File: src/rtl/serial_alu32.sv
// -----------------------------------------------------------------------------
// serial_alu32
//   Bit-serial WIDTH-bit ALU. A single 1-bit ALU slice is walked LSB-first over
//   the operands, one bit per clock, with the ripple carry held in a flop.
//   This is the small, slow counterpart to the combinational datapath ALU.
//   Op encoding (same as the 1-bit slice):
//     000 AND, 001 OR, 010 ADD, 110 SUB, 111 SLT.
//   Any other encoding runs for the full latency and returns zero.
//   The caller uses a start/busy/done handshake. done pulses WIDTH+1 edges
//   after the edge that accepts start.
//
// Ports
//   clk       rising-edge clock
//   rst_n     asynchronous active-low reset
//   start     request; sampled only while busy=0
//   a, b, op  operands and operation; captured when start is accepted
//   busy      operation in progress
//   done      one-cycle pulse; result and flags are valid
//   result    result; held until the next accepted operation completes
//   zero      result == 0
//   c_out     carry out of the MSB (ADD/SUB only)
//   overflow  signed overflow (ADD/SUB only)
// -----------------------------------------------------------------------------
module serial_alu32 #(
  parameter int WIDTH = 32
) (
  input  logic             clk,
  input  logic             rst_n,
  input  logic             start,
  input  logic [WIDTH-1:0] a,
  input  logic [WIDTH-1:0] b,
  input  logic [2:0]       op,
  output logic             busy,
  output logic             done,
  output logic [WIDTH-1:0] result,
  output logic             zero,
  output logic             c_out,
  output logic             overflow
);

  localparam int              IDXW     = $clog2(WIDTH);
  localparam logic [IDXW-1:0] IDX_LAST = IDXW'(WIDTH - 1);

  localparam logic [2:0] OP_AND = 3'b000;
  localparam logic [2:0] OP_OR  = 3'b001;
  localparam logic [2:0] OP_ADD = 3'b010;
  localparam logic [2:0] OP_SUB = 3'b110;
  localparam logic [2:0] OP_SLT = 3'b111;

  typedef enum logic [1:0] {
    ST_IDLE = 2'd0,
    ST_RUN  = 2'd1,
    ST_FIN  = 2'd2
  } state_e;

  state_e           state_q, state_d;
  logic [WIDTH-1:0] a_q, a_d;
  logic [WIDTH-1:0] b_q, b_d;
  logic [WIDTH-1:0] sum_q, sum_d;
  logic [WIDTH-1:0] result_q, result_d;
  logic [2:0]       op_q, op_d;
  logic [IDXW-1:0]  idx_q, idx_d;
  logic             carry_q, carry_d;
  logic             msb_cin_q, msb_cin_d;
  logic             busy_q, busy_d;
  logic             done_q, done_d;
  logic             zero_q, zero_d;
  logic             c_out_q, c_out_d;
  logic             overflow_q, overflow_d;

  logic             b_inv;
  logic             slice_b;
  logic             slice_sum;
  logic             slice_cout;
  logic             arith_ovf;
  logic [WIDTH-1:0] fin_result;
  logic             fin_c_out;
  logic             fin_overflow;

  // SUB and SLT compute a + ~b + 1. The +1 comes from the initial carry.
  assign b_inv   = (op_q == OP_SUB) || (op_q == OP_SLT);
  assign slice_b = b_q[0] ^ b_inv;

  // One bit of the ALU slice, applied to the current LSBs of the shift registers
  always_comb begin
    slice_sum  = 1'b0;
    slice_cout = 1'b0;
    case (op_q)
      OP_AND: slice_sum = a_q[0] & slice_b;
      OP_OR:  slice_sum = a_q[0] | slice_b;
      OP_ADD, OP_SUB, OP_SLT: begin
        slice_sum  = a_q[0] ^ slice_b ^ carry_q;
        slice_cout = (a_q[0] & slice_b) | (a_q[0] & carry_q) | (slice_b & carry_q);
      end
      default: begin
        slice_sum  = 1'b0;
        slice_cout = 1'b0;
      end
    endcase
  end

  // Format the final result and flags from the serial sum and the MSB carries
  always_comb begin
    arith_ovf    = msb_cin_q ^ carry_q;
    fin_result   = '0;
    fin_c_out    = 1'b0;
    fin_overflow = 1'b0;
    case (op_q)
      OP_AND, OP_OR: fin_result = sum_q;
      OP_ADD, OP_SUB: begin
        fin_result   = sum_q;
        fin_c_out    = carry_q;
        fin_overflow = arith_ovf;
      end
      // The sign of a-b, corrected for overflow, gives the signed less-than result.
      OP_SLT: fin_result = {{(WIDTH-1){1'b0}}, sum_q[WIDTH-1] ^ arith_ovf};
      default: begin
        fin_result   = '0;
        fin_c_out    = 1'b0;
        fin_overflow = 1'b0;
      end
    endcase
  end

  // Control FSM next-state and datapath next values
  always_comb begin
    state_d    = state_q;
    a_d        = a_q;
    b_d        = b_q;
    sum_d      = sum_q;
    op_d       = op_q;
    idx_d      = idx_q;
    carry_d    = carry_q;
    msb_cin_d  = msb_cin_q;
    busy_d     = busy_q;
    done_d     = 1'b0;
    result_d   = result_q;
    zero_d     = zero_q;
    c_out_d    = c_out_q;
    overflow_d = overflow_q;
    case (state_q)
      ST_IDLE: begin
        if (start) begin
          a_d     = a;
          b_d     = b;
          op_d    = op;
          idx_d   = '0;
          carry_d = (op == OP_SUB) || (op == OP_SLT);
          busy_d  = 1'b1;
          state_d = ST_RUN;
        end else begin
          busy_d  = 1'b0;
        end
      end
      ST_RUN: begin
        // Operands shift right. Sum bits enter at the MSB, so bit 0 ends at position 0.
        a_d     = {1'b0, a_q[WIDTH-1:1]};
        b_d     = {1'b0, b_q[WIDTH-1:1]};
        sum_d   = {slice_sum, sum_q[WIDTH-1:1]};
        carry_d = slice_cout;
        if (idx_q == IDX_LAST) begin
          msb_cin_d = carry_q;
          idx_d     = '0;
          state_d   = ST_FIN;
        end else begin
          idx_d     = idx_q + {{(IDXW-1){1'b0}}, 1'b1};
        end
      end
      ST_FIN: begin
        result_d   = fin_result;
        zero_d     = (fin_result == '0);
        c_out_d    = fin_c_out;
        overflow_d = fin_overflow;
        done_d     = 1'b1;
        busy_d     = 1'b0;
        state_d    = ST_IDLE;
      end
      default: begin
        busy_d  = 1'b0;
        state_d = ST_IDLE;
      end
    endcase
  end

  // State and output registers; reset discards any operation in flight
  always_ff @(posedge clk or negedge rst_n) begin
    if (!rst_n) begin
      state_q    <= ST_IDLE;
      a_q        <= '0;
      b_q        <= '0;
      sum_q      <= '0;
      op_q       <= 3'b000;
      idx_q      <= '0;
      carry_q    <= 1'b0;
      msb_cin_q  <= 1'b0;
      busy_q     <= 1'b0;
      done_q     <= 1'b0;
      result_q   <= '0;
      zero_q     <= 1'b0;
      c_out_q    <= 1'b0;
      overflow_q <= 1'b0;
    end else begin
      state_q    <= state_d;
      a_q        <= a_d;
      b_q        <= b_d;
      sum_q      <= sum_d;
      op_q       <= op_d;
      idx_q      <= idx_d;
      carry_q    <= carry_d;
      msb_cin_q  <= msb_cin_d;
      busy_q     <= busy_d;
      done_q     <= done_d;
      result_q   <= result_d;
      zero_q     <= zero_d;
      c_out_q    <= c_out_d;
      overflow_q <= overflow_d;
    end
  end

  assign busy     = busy_q;
  assign done     = done_q;
  assign result   = result_q;
  assign zero     = zero_q;
  assign c_out    = c_out_q;
  assign overflow = overflow_q;

endmodule

File: config.mk
export PLATFORM = sky130hd
export DESIGN_NAME = serial_alu32
export DESIGN_NICKNAME = d
export VERILOG_FILES = /design/src/rtl/serial_alu32.sv
export SDC_FILE = /design/constraint.sdc
export NUM_CORES = 1
export LEC_CHECK = 0
export ABC_AREA = 1
export CORE_MARGIN = 2
export CORE_UTILIZATION = 45
export CTS_BUF_LIST = sky130_fd_sc_hd__clkbuf_4 sky130_fd_sc_hd__clkbuf_8 sky130_fd_sc_hd__clkbuf_16
export CTS_CLUSTER_SIZE = 20
export DETAILED_ROUTE_END_ITERATION = 16
export PLACE_DENSITY = 0.75
export SLEW_MARGIN = 20
export SYNTH_ARGS = -nofsm -noshare
export SYNTH_HDL_FRONTEND = slang
export SYNTH_SLANG_ARGS = --single-unit
File: constraint.sdc
create_clock -name clk -period 2.3 [get_ports clk]
set_clock_uncertainty 0.15 [all_clocks]
set_input_delay 0.46 -clock clk [delete_from_list [all_inputs] [get_ports clk]]
set_output_delay 0.46 -clock clk [all_outputs]
set_load 0.02 [all_outputs]
==> results_dict.tcl, run 1 <==
set metrics [dict create \
    cp.depth 1 \
    crit_buf_inv 1 \
    clkSlewWorstSetupHoldPaths_ps 60 \
    clkSinkCount 145 \
    worstSetupEndpoint "overflow" \
    cp-end-kind "output pin" \
    yosys.area.top_type_share_pct 57.64 \
    worstHoldPathType "reg -> reg" \
    synth.top_cells.by_area "dfrtp_1 (58%), nand2_1 (10%), o21ai_0 (9.4%)" \
    rsz0062_at_grt "no" \
    report.final.slew_viol_count 0 \
    cts_setup_buffers 0 \
    run_status "finished clean" \
    cts_max_level 4 \
    syn_avg_cell_area_um2 8.941 \
    first_pass_iters 5 \
    syn_to_final_growth_pct 28.78 \
    finalPower_mw 9.868 \
    fillers 1251 \
    grt_pass1_vias 4876 \
    die-area_um2 14950 \
    gp_congestion 0.8151 \
    fmax_mhz 490.2 \
    yosysSeqAreaShare_pct 57.64 \
    die_h_um 122.3 \
    drc 0 \
    grt_max_degree 100 \
    cp.arrival_ps 1430 \
    power_leakage_nw 3.810 \
    tightest_slew_ps 425.0 \
    cts_resized 0 \
    ff_latch_area_um2 3628 \
    worstSetupPathType "reg -> out" \
    period_share_pct 88.69 \
    synth_top_area_cell "dfrtp_1" \
    drt-vias-per-instance 4.989 \
    fin_crit_ps 2040 \
    ir_drop_mv 0.6635 \
    regToRegStartpoint "op_q[1]" \
    crit_family "buffers and inverters" \
    cap_violations 0 \
    ys.warnings.count 0 \
    num-nets-final 876 \
    io_pins 107 \
    routed_wl_mm 13.37 \
    pwr_density_cell_nw_per_um2 1217 \
    ys_seq_elements 145 \
    syn_nets 779 \
    ant_nets 0 \
    wl_per_cell_um 13.49 \
    ys_types 29 \
    multiInputGateArea_um2 2143 \
    path_cells "clkdlybuf4s50_1" \
    relSlewSlack_pct 71.64 \
    row_count 43 \
    tns_ps 0 \
    setup.worst_path.start "overflow" \
    finalSetupViolCount 0 \
    r2r_end "sum_q[31]" \
    synth_common_cells "nand2_1 (170), dfrtp_1 (145), o21ai_0 (118)" \
    grt_pass1_wl_mm 23.05 \
    async_flop_share_pct 100.0 \
    start_kind "flop" \
    synth_edf_count 0 \
    fin_util_pct 58.86 \
    post_route_cells_drive_above_1_share_pct 6.782 \
    path_max_fanout 2 \
    vias 4944 \
    placed_area_um2 7500 \
    syn_area_um2 6295 \
    cts_root_buf "clkbuf_16" \
    synth.most_common_cell "nand2_1" \
    ys.flop_type "dfrtp_1" \
    syn_inst 704 \
    clockBufferDepth 2 \
    cts_tree "yes" \
    clk-insertion-delay-late_ps 420 \
    required_ps 1690 \
    dp.final_hpwl_mm 8.684 \
    final_area_um2 8107 \
    dieWidth_um 122.3 \
    grt_usage_pct 19.56 \
    drt_iter0_markers 333 \
    portBuffers 106 \
    core_area_um2 13770 \
    crit_path_top_delay_cell "clkdlybuf4s50_1" \
    grt-ovfl-total 0 \
    rrSetupSlack_ps 440 \
    critPathMaxStageDelay_ps 620 \
    finalHoldViolations 0 \
    ff2ff_path_depth 7 \
    cts_buffers 17 \
    start_util_pct 45.70 \
    antennaDiodeCount 0 \
    antenna_found_initial 0 \
]
==> sequential cells by signal, summed over array words and instances (netlist names) <==
| name | flops |
|---|---|
| a_q | 32 |
| b_q | 32 |
| result | 32 |
| sum_q | 32 |
| idx_q | 5 |
| op_q | 3 |
| state_q | 2 |
| busy | 1 |
| c_out | 1 |
| carry_q | 1 |
| done | 1 |
| msb_cin_q | 1 |
| overflow | 1 |
| zero | 1 |
==> how the worst min path moves through the flow <==
stage	startpoint	to	depth (start not counted)	slack (ps)
detailed placement	rst_n	result[5]	1	240
finish	result[1]	result[1]	2	330
floorplan	rst_n	a_q[0]	0	10
global placement	rst_n	result[5]	1	250
global route	result[23]	result[23]	2	350
CTS	result[11]	result[11]	2	330
==> what timing repair did <==
action / CTS / global route
endpoints found under the hold margin: 37 / 0
hold buffers: 1 / 0
setup endpoints to repair: 0 / 0
==> per-stage QoR <==
step | std cells | setup WS, ps | hold WS, ps
floorplan | 704 | 575.0 | 14.41
global placement | 961 | 290.0 | 248.7
detailed placement | 961 | 272.1 | 242.4
CTS | 991 | 253.5 | 331.6
global route | 991 | 224.3 | 345.0
finish | 991 | 260.1 | 325.1
==> final cells by class <==
class	count	area share (%)
timing repair buffer	120	15.05
multi-input combinational	440	26.44
clock inverter	4	0.9106
clock buffer	25	6.452
tap	180	2.778
sequential	145	44.76
inverter	77	3.612
==> report_power, final <==
part | internal (mW) | switching, mW | total, mW
Combinational | 1.23 | 1.97 | 3.20
Clock | 1.77 | 0.983 | 2.76
Sequential | 3.44 | 0.473 | 3.91
==> layer usage <==
layer  vias to the layer above  global-route usage, %  routed length, um
met2                       123                  29.86               6190
li1                       2491                      -                  -
met5                         -                      0                  0
met1                      2314                  27.24               6363
met3                        16                  5.297                667
met4                         0                  6.394                150
==> cells in the final DEF (no fill, tap or decap), types with 17 or more instances in the layout <==
cell type,synthesis,final
nand2_1,170,170
dfrtp_1,145,145
o21ai_0,118,118
clkdlybuf4s50_1,0,105
inv_1,73,73
a21oi_1,40,40
nand3_1,36,36
a22oi_1,21,21
o21ai_1,19,19
clkbuf_16,0,17
==> logic make-up (layout without fill, tap and decap cells) <==
kind of cell    after synthesis  in the layout  share of synthesized area [%]
simple gates                224            224                          14.61
compound gates              209            209                          18.01
fa+ha+maj                     5              5                          1.113
buf+inv                     119            226                          8.348
xor+xnor                      2              2                         0.2783
flops                       145            145                          57.64
Power figures use the tool's default switching activity.
==> run 2, diff against run 1 <==
--- a/config.mk
+++ b/config.mk
@@ -6,7 +6,7 @@
 export NUM_CORES = 1
 export LEC_CHECK = 0
 export ABC_AREA = 1
-export CORE_MARGIN = 2
+export CORE_MARGIN = 1.5
 export CORE_UTILIZATION = 45
 export CTS_BUF_LIST = sky130_fd_sc_hd__clkbuf_4 sky130_fd_sc_hd__clkbuf_8 sky130_fd_sc_hd__clkbuf_16
 export CTS_CLUSTER_SIZE = 20
==> results_dict.tcl, run 2 (synthesized netlist as in run 1, its figures left out) <==
set metrics [dict create \
    run_status "finished clean" \
    vias 5062 \
    start_kind "flop" \
    cts_root_buf "clkbuf_16" \
    postCtsHoldBufs 1 \
    die_h_um 121.3 \
    period_share_pct 88.51 \
    sequentialPowerShare_pct 38.9 \
    worstHoldPathType "reg -> reg" \
    gp_congestion 0.8071 \
    crit_buf_inv 1 \
    io_pins 107 \
    combPwrFrac_pct 32.4 \
    drt-vias-per-instance 5.082 \
    path_cells "clkdlybuf4s50_1" \
    pwr_density_cell_nw_per_um2 1232 \
    cp-end-kind "output pin" \
    clkSlewWorstSetupHoldPaths_ps 60 \
    final_cell_mix "nand2_1 (170), dfrtp_1 (145), o21ai_0 (118)" \
    dp.final_hpwl_mm 8.761 \
    core_area_um2 13770 \
    cts_tree "yes" \
    mostFrequentLayoutCell "nand2_1" \
    clockBufferDepth 2 \
    rsz0062_at_grt "no" \
    relSlewSlack_pct 69.45 \
    clkSinkCount 145 \
    clkPwrFrac_pct 28.7 \
    die-area_um2 14710 \
    dp_cells 963 \
    final_cells 996 \
    grt-ovfl-total 0 \
    placed_area_um2 7527 \
    report.final.slew_viol_count 0 \
    path_max_fanout 2 \
    portBuffers 106 \
    grt_pass1_vias 4688 \
    drt_iter0_markers 345 \
    final_area_um2 8155 \
    antennaDiodeCount 0 \
    power_leakage_nw 3.825 \
    cts_setup_buffers 0 \
    wl_per_cell_um 13.57 \
    cts_buffers 17 \
    routed_wl_mm 13.52 \
    grt_usage_pct 20.02 \
    crit_family "buffers and inverters" \
    p_switching_mw 3.496 \
    cp.arrival_ps 1430 \
    cts_max_level 4 \
    post_route_cells_drive_above_1_share_pct 7.353 \
    grt_max_degree 65 \
    syn_to_final_growth_pct 29.56 \
    worstSetupPathType "reg -> out" \
    dieWidth_um 121.3 \
    required_ps 1690 \
    finalSetupViolCount 0 \
    row_count 43 \
    clk-insertion-delay-late_ps 420 \
    fin_crit_ps 2036 \
    num-nets-final 878 \
    antenna_found_initial 0 \
    switching_share_pct 34.78 \
    ant_nets 0 \
    fmax_mhz 491.2 \
    finalHoldViolations 0 \
    first_pass_iters 5 \
    ir_drop_mv 0.6232 \
    cap_violations 0 \
    critPathMaxStageDelay_ps 620 \
    drc 0 \
    grt_pass1_wl_mm 23.00 \
    cts_resized 0 \
    tns_ps 0 \
    start_util_pct 45.70 \
    tightest_slew_ps 458.2 \
    crit_path_top_delay_cell "clkdlybuf4s50_1" \
    internal-power_mw 6.555 \
]
run 2: final timing paths:
| kind | from | end | slack (ps) | cells past startpoint |
|---|---|---|---|---|
| setup reg to reg | state_q[0] | a_q[8] | 310 | 6 |
| hold / removal | result[17] | result[17] | 330 | 2 |
| min in group asynchronous | rst_n | result[4] | 400 | 2 |
| hold reg to reg | result[17] | result[17] | 330 | 2 |
| max in group asynchronous | rst_n | a_q[1] | 980 | 3 |
| setup / recovery | result[30] | result[30] | 260 | 1 |
run 2: per-layer routing:
layer  global-route usage [%]  vias to the layer above  part of all wire, %  wire (um)
met5                        0                        -                    0          0
met3                    6.250                       19                  5.6        755
met1                    27.32                     2412                   46       6179
met4                    6.618                        0                  1.3        175
li1                         -                     2509                    -          -
met2                    30.50                      122                   47       6405
run 2: cell type report:
type	instances	area, um^2
Fill cell	1213	5618
Multi-Input combinational cell	440	2143
Inverter	77	292.8
Tap cell	180	225.2
Clock inverter	11	162.7
Sequential cell	145	3628
Clock buffer	21	455.4
Timing Repair Buffer	122	1247
run 2: through the flow:
stage | util [%] | setup WS [ps] | hold WS [ps] | power, mW
2_1_floorplan | - | 575.0 | 14.41 | 6.354
3_3_place_gp | 54.65 | 243.3 | 278.4 | 7.031
3_5_place_dp | 54.65 | 189.1 | 276.8 | 7.178
4_1_cts | 59.21 | 253.0 | 331.5 | 10.11
5_1_grt | 59.21 | 128.1 | 341.3 | 10.85
6_report | 59.21 | 264.3 | 326.3 | 10.05
run 2: power by group through the flow:
| stage | logic, mW | clock network [mW] | registers [mW] |
|---|---|---|---|
| 3_5_place_dp | 3.24 | 0 | 3.94 |
| 2_1_floorplan | 2.52 | 0 | 3.84 |
| 3_3_place_gp | 3.12 | 0 | 3.91 |
| 6_report | 3.26 | 2.88 | 3.91 |
| 4_1_cts | 3.29 | 2.91 | 3.91 |
| 5_1_grt | 3.79 | 3.04 | 4.01 |
==> run 3, diff against run 2 <==
--- a/config.mk
+++ b/config.mk
@@ -6,6 +6,7 @@
 export NUM_CORES = 1
 export LEC_CHECK = 0
 export ABC_AREA = 1
+export ABC_CLOCK_PERIOD_IN_PS = 2300
 export CORE_MARGIN = 1.5
 export CORE_UTILIZATION = 45
 export CTS_BUF_LIST = sky130_fd_sc_hd__clkbuf_4 sky130_fd_sc_hd__clkbuf_8 sky130_fd_sc_hd__clkbuf_16
==> results of run 3 <==
No change in the layout: final DEF, timing and power equal those of run 2.
